[src/rtl/stream_demux.sv]
// stream_demux: 1-to-NOUT packet demux, destination taken from in_sel on the first beat; 1-cycle latency.
// Backpressure: a held beat stalls the input until its destination drains it; dropped packets are always consumed.
// Optional: define STREAM_DEMUX_ERR_CNT_EN to add a saturating 16-bit err_count of dropped packets.
module stream_demux #(
    parameter int WIDTH = 8,
    parameter int NOUT  = 2,
    parameter int SEL_W = 2
) (
    input  logic             clk,
    input  logic             rst,
    input  logic [WIDTH-1:0] in_data,
    input  logic [SEL_W-1:0] in_sel,
    input  logic             in_last,
    input  logic             in_valid,
    output logic             in_ready,
    output logic [WIDTH-1:0] out_data,
    output logic             out_last,
    output logic [NOUT-1:0]  out_valid,
    input  logic [NOUT-1:0]  out_ready,
    output logic             drop_pulse
`ifdef STREAM_DEMUX_ERR_CNT_EN
    ,
    output logic [15:0]      err_count
`endif
);

    typedef enum logic [1:0] {IDLE, ROUTE, DROP} state_t;

    localparam logic [SEL_W:0] NOUT_V = NOUT[SEL_W:0];

    state_t           state;
    logic [SEL_W-1:0] dest;
    logic [NOUT-1:0]  sel_hot;
    logic [NOUT-1:0]  dest_hot;
    logic             full;
    logic             drain;
    logic             in_xfer;
    logic             sel_ok;
    logic             drop_now;

    // out_valid only ever carries the latched destination bit, so this equals out_ready[dest] when full.
    assign full     = |out_valid;
    assign drain    = |(out_valid & out_ready);
    assign in_ready = (state == DROP) | ~full | drain;
    assign in_xfer  = in_valid & in_ready;
    // An unknown select evaluates false here and is therefore dropped.
    assign sel_ok   = ({1'b0, in_sel} < NOUT_V);
    assign drop_now = in_xfer & (state == IDLE) & ~sel_ok;

    always_comb begin
        sel_hot  = '0;
        dest_hot = '0;
        for (int k = 0; k < NOUT; k++) begin
            sel_hot[k]  = (in_sel == SEL_W'(k));
            dest_hot[k] = (dest == SEL_W'(k));
        end
    end

    always_ff @(posedge clk) begin
        if (rst) begin
            state      <= IDLE;
            dest       <= '0;
            out_valid  <= '0;
            out_data   <= '0;
            out_last   <= 1'b0;
            drop_pulse <= 1'b0;
`ifdef STREAM_DEMUX_ERR_CNT_EN
            err_count  <= 16'd0;
`endif
        end else begin
            drop_pulse <= drop_now;
            if (drain) begin
                out_valid <= '0;
            end
            if (in_xfer) begin
                unique case (state)
                    IDLE: begin
                        if (sel_ok) begin
                            dest      <= in_sel;
                            out_data  <= in_data;
                            out_last  <= in_last;
                            out_valid <= sel_hot;
                            state     <= in_last ? IDLE : ROUTE;
                        end else begin
                            state     <= in_last ? IDLE : DROP;
                        end
                    end
                    ROUTE: begin
                        out_data  <= in_data;
                        out_last  <= in_last;
                        out_valid <= dest_hot;
                        if (in_last) begin
                            state <= IDLE;
                        end
                    end
                    DROP: begin
                        if (in_last) begin
                            state <= IDLE;
                        end
                    end
                    default: state <= IDLE;
                endcase
            end
`ifdef STREAM_DEMUX_ERR_CNT_EN
            if (drop_now && err_count != 16'hFFFF) begin
                err_count <= err_count + 16'd1;
            end
`endif
        end
    end

endmodule

[config.mk]
export PLATFORM = sky130hd
export DESIGN_NAME = stream_demux
export DESIGN_NICKNAME = d
export VERILOG_FILES = /design/src/rtl/stream_demux.sv
export SDC_FILE = /design/constraint.sdc
export NUM_CORES = 1
export LEC_CHECK = 0
export BUFFER_PORTS_ARGS = -buffer_cell sky130_fd_sc_hd__clkbuf_2
export CORE_ASPECT_RATIO = 0.9
export CORE_MARGIN = 2
export CORE_UTILIZATION = 46
export DETAILED_ROUTE_END_ITERATION = 16
export GPL_ROUTABILITY_DRIVEN = 0
export GPL_TIMING_DRIVEN = 0
export PLACE_DENSITY_LB_ADDON = 0.25
export REMOVE_ABC_BUFFERS = 1
export SLEW_MARGIN = 20
export SYNTH_ARGS = -nofsm -noshare
export SYNTH_HDL_FRONTEND = slang
export SYNTH_SLANG_ARGS = --single-unit
[constraint.sdc]
create_clock -name clk -period 1.75 [get_ports clk]
set_clock_uncertainty 0.1 [all_clocks]
set_input_delay 0.0875 -clock clk [delete_from_list [all_inputs] [get_ports clk]]
set_output_delay 0.0875 -clock clk [all_outputs]
set_load 0.1 [all_outputs]
# --- Word-level counts from Yosys, hierarchy flattened ---
# Cells that the tools add are included.
word_totals:
  ff_bits: 16
  word_cells: 44
classes:
  n_lt_le_gt_ge: 1
  eq_ne: 6
  muxes: 13
  bitwise: 8
  n_reduce_logical: 10
ops:
  columns: ["op", "n"]
  rows:
  - ["$pmux W8 S2", 1]
  - ["$mux W2", 6]
  - ["$mux W8", 1]
  - ["$pmux W2 S2", 2]
  - ["$eq A2 B1 Y1 const B", 3]
  - ["$logic_not A2 Y1", 3]
  - ["$reduce_and A3 Y1", 2]
  - ["$reduce_or A2 Y1", 3]
  - ["$and A1 B1 Y1", 3]
  - ["$and A2 B2 Y2", 1]
  - ["$eq A2 B2 Y1 const B", 1]
  - ["$lt A2 B2 Y1 const B", 1]
  - ["$mux W1", 2]
  - ["$ne A2 B1 Y1 const B", 1]
  - ["$ne A2 B2 Y1 const B", 1]
  - ["$not A1 Y1", 2]
  - ["$or A1 B1 Y1", 2]
  - ["$pmux W1 S2", 1]
  - ["$reduce_and A2 Y1", 1]
  - ["$reduce_bool A2 Y1", 1]

# --- Logic depth before layout (Yosys ltp) ---
# Gate-level depths: netlist of run 1.
logic_depth:
  word_depth: 7
  mapped_depth: 7

# --- Worst setup path before layout of run 1 ---
# No wires, ideal clock.
synth_path:
  kind: "register to register"
  from: "reg out_valid[0]"
  to: "reg dest[0]"
  setup_ns: 0.119
  arrival_ns: 2.002
  required_time_ns: 1.531
  slack_ns: -0.471
  path_stages_with_launch: 5
  synth_period_minus_slack_ns: 2.221
  cell_sequence: "dfxtp_1 > o21bai_2 > or2_2 > nand4_1 > a21oi_1"
synth_between:
  elab_chain_cells: 6
  elab_cells_between_ends: 8
  classes_between: "bitwise (5); reduce/logical (3)"
synth_rtl:
  columns: ["element", "line", "text"]
  rows:
  - ["from (decl)", "18", "output logic [NOUT-1:0] out_valid,"]
  - ["from (signal assigned)", "82", "out_valid <= sel_hot;"]
  - ["from (signal assigned)", "91", "out_valid <= dest_hot;"]
  - ["$reduce_or A2 Y1", "42", "assign full = |out_valid;"]
  - ["$not A1 Y1", "44", "assign in_ready = (state == DROP) | ~full | drain;"]
  - ["$or A1 B1 Y1", "44", null]
  - ["$or A1 B1 Y1 (*)", "44", null]
  - ["named net in_ready", "15", "output logic in_ready,"]
  - ["$and A1 B1 Y1 (*)", "45", "assign in_xfer = in_valid & in_ready;"]
  - ["$reduce_and A3 Y1 (no line) (*)", null, null]
  - ["to (signal assigned)", "79", "dest <= in_sel;"]
  - ["to (decl)", "32", "logic [SEL_W-1:0] dest;"]
# The timed path passes the listed nets; every way through them passes the cells marked *.
# A chain may end at the register's enable or synchronous reset.

# --- Final worst setup path of run 1 ---
layout_path:
  from: "reg state[0]"
  to: "out in_ready"
layout_between:
  elab_chain_cells: 3
layout_rtl:
  columns: ["element", "line", "text"]
  rows:
  - ["from (decl)", "31", "state_t state;"]
  - ["from (signal assigned)", "83", "state <= in_last ? IDLE : ROUTE;"]
  - ["from (signal assigned)", "85", "state <= in_last ? IDLE : DROP;"]
  - ["$eq A2 B2 Y1", "44", null]
  - ["$or A1 B1 Y1 (2 in series)", "44", null]
  - ["to (decl)", "15", null]
# No other way between the ends.

==> impl_metrics.tcl, run 1 <==
set metrics [dict create \
    outcome "complete, no violations" \
    ioPinCount 29 \
    die_area_um2 1930 \
    fin_nets 138 \
    rsz0062_at_grt "false" \
    syn_avg_cell_area_um2 9.63 \
    worst-path-max-fanout 3 \
    ir_worst_vdd_uv 656 \
    maxCapViolations 0 \
    ys_seq_area_share_pct 43.8 \
    hold_slack_ns 0.00989 \
    postRouteAntennaNets 0 \
    fp.dieH_um 41.8 \
    drt_wl_total_um 1540 \
    start_util_pct 50.0 \
    power_leakage_nw 0.506 \
    clock.fmax_mhz 593 \
    routedWlPerCell_um 11.7 \
    die_x_um 46.0 \
    clock-sinks 16 \
    min_path_cells 3 \
    drc 0 \
    grt_max_degree 17 \
    num_vias 679 \
    firstDrtPassIters 4 \
    fp.coreArea_um2 1460 \
    place_ws_ns -0.319 \
    tightest_slew_ns 0.544 \
    grt_pass1_wl_um 2680 \
    first_global_vias 657 \
    setup_tns_ns 0 \
    min_period_ns 1.69 \
    multi_input_area_um2 404 \
    drt_iter0_markers 2 \
    r2r_setup_slack_ns 0.11 \
    power_density_nw_per_um2 857 \
    layout_common_cells "27 x clkbuf_2, 14 x dfxtp_1, 10 x nor2_1, 10 x dlygate4sd3_1, 8 x mux2i_1" \
    nFillCells 122 \
    slew_violations 0 \
    clock_latency_ns 0.28 \
    clk_path_buf_depth 2 \
    numPortBuffers 28 \
    design_area_um2 1080 \
    antenna_found_initial 0 \
    h-tree-depth 1 \
    numCtsBuffers 3 \
    overflow 0 \
    hp-class "primary input to flop" \
    r2r_start "state[0]$_SDFFE_PP0P_" \
    post-dp-hpwl_um 1080 \
    antenna_cells 0 \
    cts_tree "built" \
    setup_ws_ns 0.0644 \
    root_buffer "clkbuf_4" \
    post-route-period-util_pct 96.3 \
    hold_viol 0 \
    synth_seq_cells 16 \
    yosysWarnings 0 \
    slew-limit-headroom_pct 63.9 \
    holdPathEnd "out_last$_SDFFE_PP0P_" \
    netlist_area_um2 732 \
    seq_area_um2 323 \
    area_delta_synth_final_pct 47.3 \
    vias_per_cell 5.14 \
    placed_cell_area_um2 868 \
    endpoint_kind "output pin" \
    netlist_instances 76 \
    worstSetupPathType "flop to output pin" \
    reg2reg_depth 7 \
    drive_above_1_share_pct 37.6 \
    grt_usage_pct 18.6 \
    startpoint_type "flop" \
    final_common_cell "clkbuf_2" \
    r2r-end "out_data[7]$_SDFFE_PP0P_" \
    ys_types 26 \
    arrival_ns 1.50 \
    crit_required_ns 1.56 \
    finalSetupViolations 0 \
    clk_pin_slew_worst_paths_ns 0.08 \
    min_from "in_last" \
    rows 13 \
    power_mw 0.924 \
]
==> worst max path at each step <==
stage                                  startpoint                        to  slack, ns  cells past startpoint
after floorplan           out_valid[0]$_SDFF_PP0_  out_data[0]$_SDFFE_PP0P_      -0.50                      4
after global routing        state[0]$_SDFFE_PP0P_                  in_ready     0.0002                      5
after detailed placement    state[0]$_SDFFE_PP0P_  out_data[5]$_SDFFE_PP0P_      -0.32                      6
after CTS                   state[0]$_SDFFE_PP0P_                  in_ready      0.002                      5
final                       state[0]$_SDFFE_PP0P_                  in_ready       0.06                      5
after global placement      state[0]$_SDFFE_PP0P_  out_data[4]$_SDFFE_PP0P_      -0.27                      6
==> critical path: stages (launching register included) <==
cell and delay, ns:
dfxtp_2 0.34, inv_1 0.05, ha_2 0.16, o21bai_4 0.19, or2_4 0.28, clkbuf_16 0.20
==> power breakdown <==
| part | switching (mW) | internal [mW] | leakage, nW | total, mW |
|---|---|---|---|---|
| clock network | 0.104 | 0.0798 | 0.0138 | 0.183 |
| registers | 0.0152 | 0.385 | 0.131 | 0.401 |
| logic | 0.227 | 0.113 | 0.361 | 0.340 |
==> routing by layer <==
metal  global-route usage, %  share of wire, %  up-vias
li1                        -                 -      351
met1                    21.0                42      313
met2                    31.9                52       15
met3                    7.83               5.4        0
met4                    3.43                 0        0
met5                       0                 0        -
==> through the flow <==
stage                     std cells  utilization, %
after CTS                       131            72.0
after global routing            132            73.7
after global placement          116            59.3
after detailed placement        116            59.3
after floorplan                  73               -
final                           132            73.7
==> cell usage after synthesis <==
| library cell | number | area (um^2) |
|---|---|---|
| dfxtp_1 | 16 | 320 |
| nor2_1 | 10 | 37.5 |
| mux2i_1 | 9 | 90.1 |
| a21oi_1 | 4 | 20.0 |
| inv_1 | 4 | 15.0 |
| nand3_1 | 4 | 20.0 |
| ha_1 | 3 | 37.5 |
| nand2_1 | 3 | 11.3 |
| nor2b_1 | 3 | 18.8 |
| nor3_1 | 2 | 10.0 |
| o21ai_0 | 2 | 10.0 |
| or4_1 | 2 | 15.0 |
| a22o_4 | 1 | 17.5 |
| a22oi_1 | 1 | 7.51 |
| a31oi_1 | 1 | 6.26 |
| a32o_1 | 1 | 10.0 |
| buf_6 | 1 | 11.3 |
| clkbuf_1 | 1 | 3.75 |
| clkbuf_4 | 1 | 7.51 |
| nand2b_1 | 1 | 6.26 |
| nand4_1 | 1 | 6.26 |
| o21ai_2 | 1 | 8.76 |
| o21bai_2 | 1 | 11.3 |
| o221ai_2 | 1 | 15.0 |
| o32ai_1 | 1 | 8.76 |
| or2_2 | 1 | 6.26 |
==> flip-flops by register name (all words and copies together) (netlist names) <==
register,flops
out_valid,2
out_last,1
dest,2
state,2
out_data,8
drop_pulse,1
==> area by class of cell <==
cell class | count | share of cell area (%)
clock buffers | 3 | 2.09
inverters | 4 | 1.39
multi-input cells | 53 | 37.5
flip-flops and latches | 16 | 29.9
well taps | 15 | 1.74
repair buffers | 41 | 27.4
==> logic make-up after synthesis <==
family | synth area share (%)
adder cells (fa/ha/maj) | 5.13
AO/OA/AOI/OAI | 15.7
AND/OR/NAND/NOR | 18.0
flip-flops | 43.8
multiplexers | 12.3
buffers and inverters | 5.13
==> timing repair <==
action / in CTS / in global routing
pin swaps: 1 / 2
endpoints found under the setup margin: 12 / 13
hold buffers: 10 / 0
gates resized for setup: 6 / 5
buffers inserted: 2 / 1
hold endpoints to repair: 10 / 0
Power figures use the tool's default switching activity.
==> inputs of run 2 (changes only) <==
--- a/config.mk
+++ b/config.mk
@@ -13,7 +13,6 @@
 export GPL_ROUTABILITY_DRIVEN = 0
 export GPL_TIMING_DRIVEN = 0
 export PLACE_DENSITY_LB_ADDON = 0.25
-export REMOVE_ABC_BUFFERS = 1
 export SLEW_MARGIN = 20
 export SYNTH_ARGS = -nofsm -noshare
 export SYNTH_HDL_FRONTEND = slang
==> run 2 against run 1 <==
  * Fmax is 1.3% lower
  * Cell count increased by 3.8%
  * Critical endpoint unchanged
  * Die area is the same
==> impl_metrics.tcl, run 2 (synthesis gave the netlist of run 1 again) <==
set metrics [dict create \
    crit_chain "inv_2 -> ha_2 -> o21bai_4 -> or2_4 -> clkbuf_16" \
    die_area_um2 1930 \
    clock.fmax_mhz 585 \
    h-tree-depth 1 \
    grt_usage_pct 19.7 \
    routedWlPerCell_um 13.1 \
    clk_pin_slew_worst_paths_ns 0.09 \
    drc 0 \
    ioPinCount 29 \
    slew_violations 0 \
    clock-sinks 16 \
    arrival_ns 1.52 \
    multi_input_area_um2 419 \
    placed_cell_area_um2 896 \
    grt_max_degree 11 \
    vias_per_cell 5.26 \
    startpoint_type "flop" \
    hp-class "primary input to flop" \
    slew-limit-headroom_pct 63.2 \
    nFillCells 100 \
    clock_latency_ns 0.29 \
    layout_common_cells "26 x clkbuf_2, 13 x dlygate4sd3_1, 12 x dfxtp_1, 10 x nor2_1, 8 x mux2i_1" \
    cts_tree "built" \
    fp.dieH_um 41.8 \
    antenna_found_initial 0 \
    design_area_um2 1150 \
    crit_required_ns 1.56 \
    area_delta_synth_final_pct 56.6 \
    critPathMaxStageDelay_ns 0.35 \
    overflow 0 \
    crit_buf_inv 2 \
    ir_worst_vdd_uv 761 \
    rows 13 \
    fp.coreArea_um2 1460 \
    power_density_nw_per_um2 866 \
    synth_nets 95 \
    numPortBuffers 27 \
    tightest_slew_ns 0.554 \
    numCtsBuffers 3 \
    post-dp-hpwl_um 1130 \
    crit_cells 5 \
    post-route-period-util_pct 97.6 \
    grt_pass1_wl_um 2790 \
    outcome "complete, no violations" \
    maxCapViolations 0 \
    drt_wl_total_um 1790 \
    num_vias 720 \
    root_buffer "clkbuf_4" \
    layout.cells.non_filler 137 \
    start_util_pct 50.0 \
    finish.utilization_pct 78.3 \
    worst-path-max-fanout 4 \
    cp_slowest_cell "dfxtp_2" \
    fin_nets 142 \
    first_global_vias 669 \
    worstSetupPathType "flop to output pin" \
    power_leakage_nw 0.527 \
    firstDrtPassIters 5 \
    drt_iter0_markers 7 \
    postRouteAntennaNets 0 \
    endpoint_kind "output pin" \
    die_x_um 46.0 \
    dpl.cell_count 118 \
    largest_register_ffs 8 \
    drive_above_1_share_pct 41.0 \
    regMostFlops "out_data" \
    cpLargestDelayFamily "flip-flops" \
    antenna_cells 0 \
    finalSetupViolations 0 \
    hold_viol 0 \
    seq_area_um2 330 \
    reg2reg_depth 7 \
    min_path_cells 4 \
    clk_path_buf_depth 2 \
    final_common_cell "clkbuf_2" \
    min_period_ns 1.71 \
]
## run 2: cell types whose count changed in the layout (fill, tap and decap cells not counted), sizes merged
cell         before  now
clkbuf           31   33
dlygate4sd3      10   13
## run 2: worst min-delay path: cells and delay by family
family                 cells  cell delay [ns]
AO/OA/AOI/OAI              2             0.13
buffers and inverters      1             0.10
AND/OR/NAND/NOR            1             0.08
## run 2: final cells by class
cell class              count  area share, %
clock buffers               4           3.17
flip-flops and latches     16           28.8
inverters                   4           1.31
well taps                  15           1.64
plain buffers               3           1.97
repair buffers             42           26.5
multi-input cells          53           36.6
## run 2: metal layers
layer	track usage, %	routed length [um]
met2	34.2	962
met4	3.43	0
met5	0	0
met3	6.52	88
met1	23.0	739
## run 2: timing repair
item                       in CTS  in global routing
resized for setup               4                 13
hold buffers                   13                  0
cloned                          0                  1
setup buffers                   1                  0
pin swaps                       0                  2
hold endpoints to repair       15                  0
setup endpoints to repair       8                 12
## run 2: worst paths after layout
kind | startpoint | end | slack (ns)
setup / recovery | state[0]$_SDFFE_PP0P_ | in_ready | 0.04
hold / removal | out_ready[1] | out_valid[1]$_SDFF_PP0_ | 0.05
setup reg to reg | state[1]$_SDFFE_PP0P_ | out_data[3]$_SDFFE_PP0P_ | 0.04
hold reg to reg | dest[1]$_SDFFE_PP0P_ | dest[1]$_SDFFE_PP0P_ | 0.40
## run 2: through the flow
stage | hold WS (ns) | power (mW) | setup WS, ns | TNS [ns]
floorplan | 0.120 | 0.642 | 0.116 | 0
global placement | 0.219 | 0.692 | 0.0258 | 0
detailed placement | 0.230 | 0.697 | 0.000623 | 0
CTS | 0.0265 | 0.982 | 0.00923 | 0
global route | 0.0469 | 1.04 | -0.0161 | -0.0509
finish | 0.0453 | 0.992 | 0.0417 | 0
## run 2: power breakdown
| part | leakage [nW] | internal, mW | switching, mW |
|---|---|---|---|
| Sequential | 0.133 | 0.385 | 0.0150 |
| Clock | 0.0210 | 0.127 | 0.117 |
| Combinational | 0.373 | 0.117 | 0.231 |
